$ cat config.mk
export PLATFORM = sky130hd
export DESIGN_NAME = blink_rate_sequencer
export DESIGN_NICKNAME = d
export VERILOG_FILES = /design/src/rtl/blink_pkg.sv /design/src/rtl/blink_beat_timer.sv /design/src/rtl/blink_rate_sequencer.sv
export SDC_FILE = /design/constraint.sdc
export NUM_CORES = 1
export LEC_CHECK = 0
export ABC_AREA = 1
export BUFFER_PORTS_ARGS = -buffer_cell sky130_fd_sc_hd__buf_2
export CAP_MARGIN = 20
export CORE_ASPECT_RATIO = 1.2
export CORE_MARGIN = 3
export CORE_UTILIZATION = 35
export CTS_BUF_LIST = sky130_fd_sc_hd__clkbuf_8
export CTS_CLUSTER_SIZE = 12
export DETAILED_ROUTE_END_ITERATION = 10
export PLACE_DENSITY = 0.64
export RECOVER_POWER = 25
export SYNTH_ARGS = -nofsm -noshare
export SYNTH_HDL_FRONTEND = slang
export SYNTH_SLANG_ARGS = --single-unit
$ cat constraint.sdc
create_clock -name clk -period 4.65 [get_ports clk]
set_clock_uncertainty 0.05 [all_clocks]
set_input_delay 0.465 -clock clk [delete_from_list [all_inputs] [get_ports clk]]
set_output_delay 0.465 -clock clk [all_outputs]
set_load 0.01 [all_outputs]
$ cat src/rtl/blink_pkg.sv
// Shared definitions for the blinker family (programmable_blinker and
// blink_rate_sequencer).
//  - state_e        : sequencer FSM state encoding
//  - RATE_W_DEFAULT : default width of the blinker one-hot rate register
//  - idx_w()        : width of a binary index into an N-wide one-hot register
package blink_pkg;

  localparam int unsigned RATE_W_DEFAULT = 4;

  // Sequencer states: M* are manual (button driven), S* are autonomous sweep.
  typedef enum logic [2:0] {
    MIdle   = 3'd0,
    MHold   = 3'd1,
    MRepeat = 3'd2,
    SUp     = 3'd3,
    SDown   = 3'd4
  } state_e;

  // Index width for an N-entry one-hot; never less than 1 so RATE_W=1 still
  // yields a legal port.
  function automatic int unsigned idx_w(input int unsigned n);
    return (n > 1) ? $clog2(n) : 1;
  endfunction

endpackage

$ cat src/rtl/blink_beat_timer.sv
// Beat timer: counts count_en pulses and flags the beat on which the count
// reaches a runtime limit, wrapping to 0 in that same cycle.
// Ports:
//  clk, rst  clock, async active-high reset
//  count_en  beat tick; only these cycles advance the count
//  clear     force count to 0; a beat in the same cycle is not counted
//  limit     number of beats per period (>= 1)
//  expired   high in the cycle of the limit-th beat
module blink_beat_timer #(
  parameter int unsigned W = 6
) (
  input  logic         clk,
  input  logic         rst,
  input  logic         count_en,
  input  logic         clear,
  input  logic [W-1:0] limit,
  output logic         expired
);

  logic [W-1:0] cnt_q, cnt_d;

  // Does not depend on clear, so callers may derive clear from expired.
  assign expired = count_en & (cnt_q == (limit - W'(1)));

  always_comb begin
    cnt_d = cnt_q;
    if (clear) begin
      cnt_d = '0;
    end else if (count_en) begin
      cnt_d = expired ? '0 : cnt_q + W'(1);
    end
  end

  always_ff @(posedge clk or posedge rst) begin
    if (rst) begin
      cnt_q <= '0;
    end else begin
      cnt_q <= cnt_d;
    end
  end

endmodule

$ cat src/rtl/blink_rate_sequencer.sv
// Blink rate sequencer: converts synchronised push-button levels into
// single-cycle shift_left/shift_right pulses for programmable_blinker, with
// hold-to-repeat, plus an autonomous sweep mode that walks the rate up and
// down on a beat-paced schedule.
// Ports:
//  clk, rst     clock, async active-high reset
//  count_en     beat tick shared with the blinkers
//  btn_left     held level; requests shift_left (rate_idx + 1)
//  btn_right    held level; requests shift_right (rate_idx - 1)
//  btn_mode     held level; each rising edge toggles manual/sweep
//  shift_left   1-cycle pulse to blinker(s)
//  shift_right  1-cycle pulse to blinker(s)
//  rate_idx     shadow of the blinker one-hot position
//  sweep_mode   1 while sweep is active
module blink_rate_sequencer
  import blink_pkg::*;
#(
  parameter int unsigned RATE_W       = RATE_W_DEFAULT,
  parameter int unsigned HOLD_BEATS   = 16,
  parameter int unsigned REPEAT_BEATS = 4,
  parameter int unsigned STEP_BEATS   = 32
) (
  input  logic                      clk,
  input  logic                      rst,
  input  logic                      count_en,
  input  logic                      btn_left,
  input  logic                      btn_right,
  input  logic                      btn_mode,
  output logic                      shift_left,
  output logic                      shift_right,
  output logic [idx_w(RATE_W)-1:0]  rate_idx,
  output logic                      sweep_mode
);

  localparam int unsigned IdxW     = idx_w(RATE_W);
  localparam int unsigned MaxBeats0 = (HOLD_BEATS > REPEAT_BEATS) ? HOLD_BEATS : REPEAT_BEATS;
  localparam int unsigned MaxBeats = (MaxBeats0 > STEP_BEATS) ? MaxBeats0 : STEP_BEATS;
  localparam int unsigned TimerW   = $clog2(MaxBeats + 1);
  localparam logic [IdxW-1:0] MaxIdx = IdxW'(RATE_W - 1);

  state_e          state_q, state_d;
  logic            dir_q, dir_d;  // held button in M_HOLD/M_REPEAT: 0 left, 1 right
  logic            prev_l_q, prev_r_q, prev_m_q;
  logic            sl_q, sl_d, sr_q, sr_d;
  logic [IdxW-1:0] idx_q, idx_d;
  logic            sweep_q, sweep_d;

  logic              rise_l, rise_r, rise_m;
  logic              conflict, held;
  logic              can_up, can_down;
  logic              req_left, req_right;
  logic              timer_clear, timer_expired;
  logic [TimerW-1:0] timer_limit;

  assign rise_l = btn_left & ~prev_l_q;
  assign rise_r = btn_right & ~prev_r_q;
  assign rise_m = btn_mode & ~prev_m_q;

  // Opposing requests cancel: both rise together, or one rises while the other is held.
  assign conflict = (rise_l & (rise_r | btn_right)) | (rise_r & btn_left);
  assign held     = dir_q ? btn_right : btn_left;
  assign can_up   = (idx_q != MaxIdx);
  assign can_down = (idx_q != '0);

  always_comb begin
    timer_limit = TimerW'(HOLD_BEATS);
    unique case (state_q)
      MRepeat:   timer_limit = TimerW'(REPEAT_BEATS);
      SUp, SDown: timer_limit = TimerW'(STEP_BEATS);
      default:   timer_limit = TimerW'(HOLD_BEATS);
    endcase
  end

  blink_beat_timer #(
    .W (TimerW)
  ) u_timer (
    .clk      (clk),
    .rst      (rst),
    .count_en (count_en),
    .clear    (timer_clear),
    .limit    (timer_limit),
    .expired  (timer_expired)
  );

  always_comb begin
    state_d     = state_q;
    dir_d       = dir_q;
    sweep_d     = sweep_q;
    idx_d       = idx_q;
    sl_d        = 1'b0;
    sr_d        = 1'b0;
    timer_clear = 1'b0;
    req_left    = 1'b0;
    req_right   = 1'b0;

    if (rise_m) begin
      // Mode toggle outranks any left/right activity this cycle.
      timer_clear = 1'b1;
      if (state_q inside {SUp, SDown}) begin
        sweep_d = 1'b0;
        state_d = MIdle;
      end else begin
        sweep_d = 1'b1;
        state_d = can_up ? SUp : SDown;
      end
    end else begin
      unique case (state_q)
        MIdle, MHold, MRepeat: begin
          if (rise_l | rise_r) begin
            // A fresh press always restarts the hold sequence.
            if (conflict) begin
              state_d = MIdle;
            end else begin
              timer_clear = 1'b1;
              state_d     = MHold;
              dir_d       = rise_r;
              req_left    = rise_l;
              req_right   = rise_r;
            end
          end else if (state_q != MIdle) begin
            if (!held) begin
              state_d = MIdle;
            end else if (timer_expired) begin
              req_left  = ~dir_q;
              req_right = dir_q;
              if (state_q == MHold) begin
                timer_clear = 1'b1;
                state_d     = MRepeat;
              end
            end
          end
        end
        SUp: begin
          if (timer_expired) begin
            req_left = 1'b1;
            if (idx_q == MaxIdx - IdxW'(1)) begin
              state_d = SDown;
            end
          end
        end
        SDown: begin
          if (timer_expired) begin
            req_right = 1'b1;
            if (idx_q == IdxW'(1)) begin
              state_d = SUp;
            end
          end
        end
        default: state_d = MIdle;
      endcase
    end

    // Requests past either end of the rate range are dropped silently.
    if (req_left && can_up) begin
      sl_d  = 1'b1;
      idx_d = idx_q + IdxW'(1);
    end else if (req_right && can_down) begin
      sr_d  = 1'b1;
      idx_d = idx_q - IdxW'(1);
    end
  end

  always_ff @(posedge clk or posedge rst) begin
    if (rst) begin
      state_q  <= MIdle;
      dir_q    <= 1'b0;
      prev_l_q <= 1'b0;
      prev_r_q <= 1'b0;
      prev_m_q <= 1'b0;
      sl_q     <= 1'b0;
      sr_q     <= 1'b0;
      idx_q    <= '0;
      sweep_q  <= 1'b0;
    end else begin
      state_q  <= state_d;
      dir_q    <= dir_d;
      prev_l_q <= btn_left;
      prev_r_q <= btn_right;
      prev_m_q <= btn_mode;
      sl_q     <= sl_d;
      sr_q     <= sr_d;
      idx_q    <= idx_d;
      sweep_q  <= sweep_d;
    end
  end

  assign shift_left  = sl_q;
  assign shift_right = sr_q;
  assign rate_idx    = idx_q;
  assign sweep_mode  = sweep_q;

endmodule

==> results of run 1 <==
[power by group through the flow]
stage | Sequential, mW | Clock, mW | Combinational, mW
after floorplan | 0.239 | 0 | 0.232
after global placement | 0.243 | 0 | 0.299
after detailed placement | 0.243 | 0 | 0.300
after CTS | 0.240 | 0.135 | 0.302
after global routing | 0.246 | 0.142 | 0.345
final | 0.241 | 0.129 | 0.297
[placed cells by master, fill, tap and decap left out, drive strengths merged, types with 3 or more instances in the layout]
master,instances
inv,25
nand2,58
nand3,20
nand4,3
o21ai,7
a21oi,3
buf,8
nor2,21
clkbuf,6
dfrtp,18
nor3,5
ha,5
[kinds of logic after synthesis]
kind of cell,synth area share
flip-flops,0.368
adder cells (fa/ha/maj),0.0511
XOR/XNOR,0.0215
AO/OA/AOI/OAI,0.0664
AND/OR/NAND/NOR,0.409
buffers and inverters,0.0848
[metrics by stage]
stage / util / std cells
global placement: 0.411 / 218
finish: 0.428 / 222
global route: 0.428 / 222
CTS: 0.428 / 222
detailed placement: 0.411 / 218
floorplan: - / 173
[cell type report]
type                       count  area [um2]
inverter                      25        96.3
tap                           36        45.0
sequential                    18         450
fill                         328        1830
multi-input combinational    129         671
timing repair buffer          10        47.5
clock buffer                   4        55.1
[registers in the layout, summed over array words and instances, names as in the netlist]
name / count
shift_left: 1
state_q: 3
u_timer.cnt_q: 6
prev_m_q: 1
prev_r_q: 1
dir_q: 1
sweep_mode: 1
shift_right: 1
prev_l_q: 1
rate_idx: 2
[metal layers]
metal / wire length, um / up-vias / global-route usage / share of wire
met5: 0 / - / 0 / 0
met1: 1130 / 493 / 0.159 / 0.45
met3: 71 / 5 / 0.0219 / 0.028
met2: 1260 / 18 / 0.226 / 0.50
met4: 46 / 0 / 0.0517 / 0.018
li1: - / 572 / - / -
[final timing paths]
check / depth (start not counted) / endpoint / start / slack [ns]
max: 12 / rate_idx[1]$_DFFE_PP0P_ / u_timer.cnt_q[0]$_DFFE_PP0P_ / 2.89
min: 2 / u_timer.cnt_q[4]$_DFFE_PP0P_ / rst / 0.26
max reg2reg: 12 / rate_idx[1]$_DFFE_PP0P_ / u_timer.cnt_q[0]$_DFFE_PP0P_ / 2.89
min reg2reg: 2 / sweep_mode$_DFFE_PP0P_ / sweep_mode$_DFFE_PP0P_ / 0.46
max in group asynchronous: 2 / rate_idx[1]$_DFFE_PP0P_ / rst / 3.85
min in group clk: 1 / prev_m_q$_DFF_PP0_ / btn_mode / 0.27
==> results_dict.tcl, run 1 <==
set metrics [dict create \
    outcome "complete, no violations" \
    vdd_drop_max_v 0.000245 \
    postCtsSetupBuffers 0 \
    placed_area_um2 1310 \
    seq_power_share 0.361 \
    synth_top_area_frac 0.368 \
    path_buf_inv 1 \
    cts_hold_buf 0 \
    synth_nets 184 \
    synthCells 173 \
    syn_to_final_growth_pct 11.4 \
    rows 22 \
    cts_tree "yes" \
    io_buffers 10 \
    die_y_um 70.8 \
    clk_latency_ns 0.26 \
    via_per_inst 4.90 \
    dp_hpwl_um 1940 \
    async_reset_ff_frac 1.00 \
    wl_um 2500 \
    tightest_slew_ns 0.696 \
    ys.flop_type "dfrtp_1" \
    switching_share 0.439 \
    cts_max_path_buffers 2 \
    p_int_uw 375 \
    drive_gt1_frac 0.194 \
    hold_path.class "in2async" \
    pwr-share-clk 0.194 \
    numCtsBuffers 3 \
    drc 0 \
    grt_setup_unrepaired "false" \
    synth_cell_types 25 \
    leakage_nw 0.751 \
    ys_seq_area_frac 0.368 \
    critical_path_arrival_ns 1.85 \
    timing.fmax_mhz 568 \
    overflow 0 \
    synth_edf_count 0 \
    drt.antenna.violating_nets 0 \
    start_util 0.384 \
    path_cells "ha_1, nand2_1, nor2_1, nand2_1, nor2_2, nand2_4, inv_4, nand2_1, nand2_1, nand2_2, nand3_1, nand3_1" \
    dieArea_um2 4250 \
    maxCapViolCount 0 \
    finalInstanceArea_um2 1370 \
    crit_path_max_incr_delay_ns 0.43 \
    grt_max_degree 19 \
    yosys-top-cells-count "nand2_1 (49), inv_1 (20), nor2_1 (19)" \
    pin_count 11 \
    ys_top_cells_by_area "dfrtp_1 (37%), nand2_1 (15%), nand3_1 (7.4%)" \
    critPathTopFamily "simple AND/OR/NAND/NOR gates" \
    vias 1088 \
    finalCriticalPeriod_ns 1.76 \
    path_common_cell "nand2_1" \
    grt_pass1_vias 1044 \
    drt_iter0_drc 39 \
    cp-start-kind "flop" \
    nets 198 \
    maxSlewViolCount 0 \
    cts.sinks 18 \
    clock-root-buffer "clkbuf_8" \
    finalSetupViolations 0 \
    yosys.area.top_type "dfrtp_1" \
    max_slew_margin 0.535 \
    ys.warnings.count 0 \
    tns_ns 0 \
    synth_most_common_cell "nand2_1" \
    worst_setup_path_end_kind "flop" \
    synth_seq_cells 18 \
    gp_congestion 0.798 \
    p_total_uw 668 \
    diodes 0 \
    path_class "reg2reg" \
    coreArea_um2 3190 \
    grt_usage 0.132 \
    grt_pass1_wl_um 4400 \
    syn_area_um2 1220 \
    timing.hold.ws_ns 0.256 \
    finalCritPeriodShare 0.379 \
    cts_resized 0 \
    critPathMaxFanout 8 \
    dr.pass1.iters 4 \
    place_ws_ns 2.85 \
    cts_max_level 1 \
    post_drt_wl_per_cell_um 11.3 \
    hold_viol_final 0 \
    switchingPower_uw 293 \
    die_width_um 60.0 \
    power_density_nw_per_um2 489 \
    antenna_found_initial 0 \
    clk_transition_reported_paths_ns 0.07 \
    slowest_stage "dfrtp_1" \
    avgSynthCellArea_um2 7.08 \
    finalWorstSetupSlack_ns 2.89 \
    p_comb_frac 0.445 \
    worstPathRequired_ns 4.74 \
]
Note: power is estimated with default switching activity, not from simulation.
==> inputs of run 2 (changes only) <==
- PLACE_DENSITY: 0.64 -> 0.66
- clock period: 4.65 -> 1.5 ns (I/O delays scaled with it)
==> run 2 against run 1 <==
Effect of this change: the run now ends with setup timing left; register-to-register slack worse by 3.0 ns; global-route usage up 2.2 points; via count up 16%; die area unchanged; design area up 31%; setup slack worse by 3.0 ns.
==> results_dict.tcl, run 2 (same netlist as run 1, synthesis figures left out) <==
set metrics [dict create \
    hold_viol_final 0 \
    grt_usage 0.153 \
    dp_hpwl_um 2140 \
    cts_tree "yes" \
    start_util 0.384 \
    tns_ns -0.827 \
    worst_setup_path_end_kind "flop" \
    worstPathRequired_ns 1.66 \
    clock-root-buffer "clkbuf_8" \
    path_cells "inv_2, nand3_1, nor2_1, nor2_4, nand2_4, inv_6, buf_4, buf_4, nor2_2, nand3_2, nand2_1" \
    leakage_nw 0.956 \
    grt_setup_unrepaired "true" \
    final_common_cell "nand2_1" \
    drt_iter0_drc 34 \
    place_inst 242 \
    maxSlewViolCount 0 \
    pin_count 11 \
    crit_path_max_incr_delay_ns 0.40 \
    wl_um 3100 \
    via_per_inst 4.89 \
    placed_area_um2 1500 \
    clk_transition_reported_paths_ns 0.07 \
    io_buffers 10 \
    grt_pass1_vias 1264 \
    finalCritPeriodShare 1.06 \
    outcome "finished, violations left" \
    syn_to_final_growth_pct 46.3 \
    cts_max_level 1 \
    critPathMaxFanout 5 \
    drt.antenna.violating_nets 0 \
    gp_congestion 0.837 \
    violations "setup timing" \
    coreArea_um2 3190 \
    maxCapViolCount 0 \
    rows 22 \
    critical_path_arrival_ns 1.75 \
    hold_path.class "in2reg" \
    vias 1266 \
    grt_max_degree 19 \
    slowest_stage "dfrtp_1" \
    finalInstanceArea_um2 1790 \
    clk_latency_ns 0.27 \
    die_width_um 60.0 \
    cp-start-kind "flop" \
    finalWorstSetupSlack_ns -0.0935 \
    die_y_um 70.8 \
    final_cells 259 \
    critPathTopFamily "simple AND/OR/NAND/NOR gates" \
    dr.pass1.iters 4 \
    drc 0 \
    path_class "reg2reg" \
    timing.fmax_mhz 628 \
    tightest_slew_ns 0.483 \
    path_buf_inv 4 \
    cts_max_path_buffers 2 \
    power_density_nw_per_um2 1470 \
    nets 235 \
    dieArea_um2 4250 \
    vdd_drop_max_v 0.000814 \
    diodes 0 \
    finalSetupViolations 12 \
    post_drt_wl_per_cell_um 12.0 \
    drive_gt1_frac 0.426 \
    overflow 0 \
    antenna_found_initial 0 \
    grt_pass1_wl_um 5080 \
    timing.hold.ws_ns 0.262 \
    numCtsBuffers 3 \
    regMostFlops "u_timer.cnt_q" \
    path_common_cell "buf_4" \
    finalCriticalPeriod_ns 1.59 \
    cts.sinks 18 \
    final_cell_mix "nand2_1 (43), buf_4 (30), inv_1 (19)" \
    max_slew_margin 0.678 \
    place_ws_ns -0.164 \
    largest_reg_flops 6 \
]
run 2: changes by cell type in the layout (fill, tap and decap cells not counted), moves of 2 or more:
cell | before | now
buf_4 | 0 | 30
dfrtp_1 | 18 | 16
dfrtp_2 | 0 | 2
dlygate4sd3_1 | 0 | 4
nand2_1 | 49 | 43
nand2_2 | 8 | 11
nand2_4 | 1 | 4
nand3_1 | 18 | 12
nand3_2 | 2 | 8
nor2_1 | 19 | 14
nor2_2 | 1 | 4
nor2_4 | 1 | 3
run 2: worst paths after layout:
| kind | slack (ns) | cells after the start | to | start |
|---|---|---|---|---|
| min | 0.26 | 4 | u_timer.cnt_q[4]$_DFFE_PP0P_ | count_en |
| max | -0.09 | 11 | u_timer.cnt_q[2]$_DFFE_PP0P_ | state_q[2]$_DFFE_PP0P_ |
| max reg2reg | -0.09 | 11 | u_timer.cnt_q[2]$_DFFE_PP0P_ | state_q[2]$_DFFE_PP0P_ |
| min reg2reg | 0.43 | 2 | sweep_mode$_DFFE_PP0P_ | sweep_mode$_DFFE_PP0P_ |
| min in group asynchronous | 0.47 | 4 | u_timer.cnt_q[5]$_DFFE_PP0P_ | rst |
| max in group asynchronous | 0.57 | 4 | state_q[1]$_DFFE_PP0P_ | rst |
run 2: layout make-up:
cell class              count  area (um2)
inverters                  25         101
clock buffers               4        55.1
well taps                  36        45.0
repair buffers             47         350
multi-input cells         129         787
fillers                   339        1400
flip-flops and latches     18         453
run 2: stage by stage:
step | power, mW | util
global placement | 1.90 | 0.468
global route | 2.88 | 0.561
floorplan | 1.46 | -
finish | 2.64 | 0.561
detailed placement | 1.91 | 0.468
CTS | 2.42 | 0.512
run 2: layer usage:
| metal | vias to the layer above | part of all wire | global-route usage |
|---|---|---|---|
| met5 | - | 0 | 0 |
| met2 | 19 | 0.55 | 0.272 |
| met3 | 9 | 0.024 | 0.0219 |
| li1 | 646 | - | - |
| met1 | 592 | 0.39 | 0.170 |
| met4 | 0 | 0.035 | 0.0813 |
run 2: where the power goes:
group          switching [mW]  internal [mW]
clock network           0.181          0.234
registers               0.128          0.603
logic                   0.806          0.688
run 2: worst reg2reg max path, cell delays in order, from the launching register on:
cell,delay [ns]
dfrtp_1,0.40
inv_2,0.09
nand3_1,0.11
nor2_1,0.19
nor2_4,0.07
nand2_4,0.08
inv_6,0.05
buf_4,0.12
buf_4,0.14
nor2_2,0.10
nand3_2,0.08
nand2_1,0.06
run 2: what timing repair did:
item	4_1_cts	5_1_grt
buffers inserted	5	4
gates resized for setup	4	31
hold buffers	4	0
pin swaps	1	7
setup endpoints to repair	13	14
hold endpoints to repair	21	0
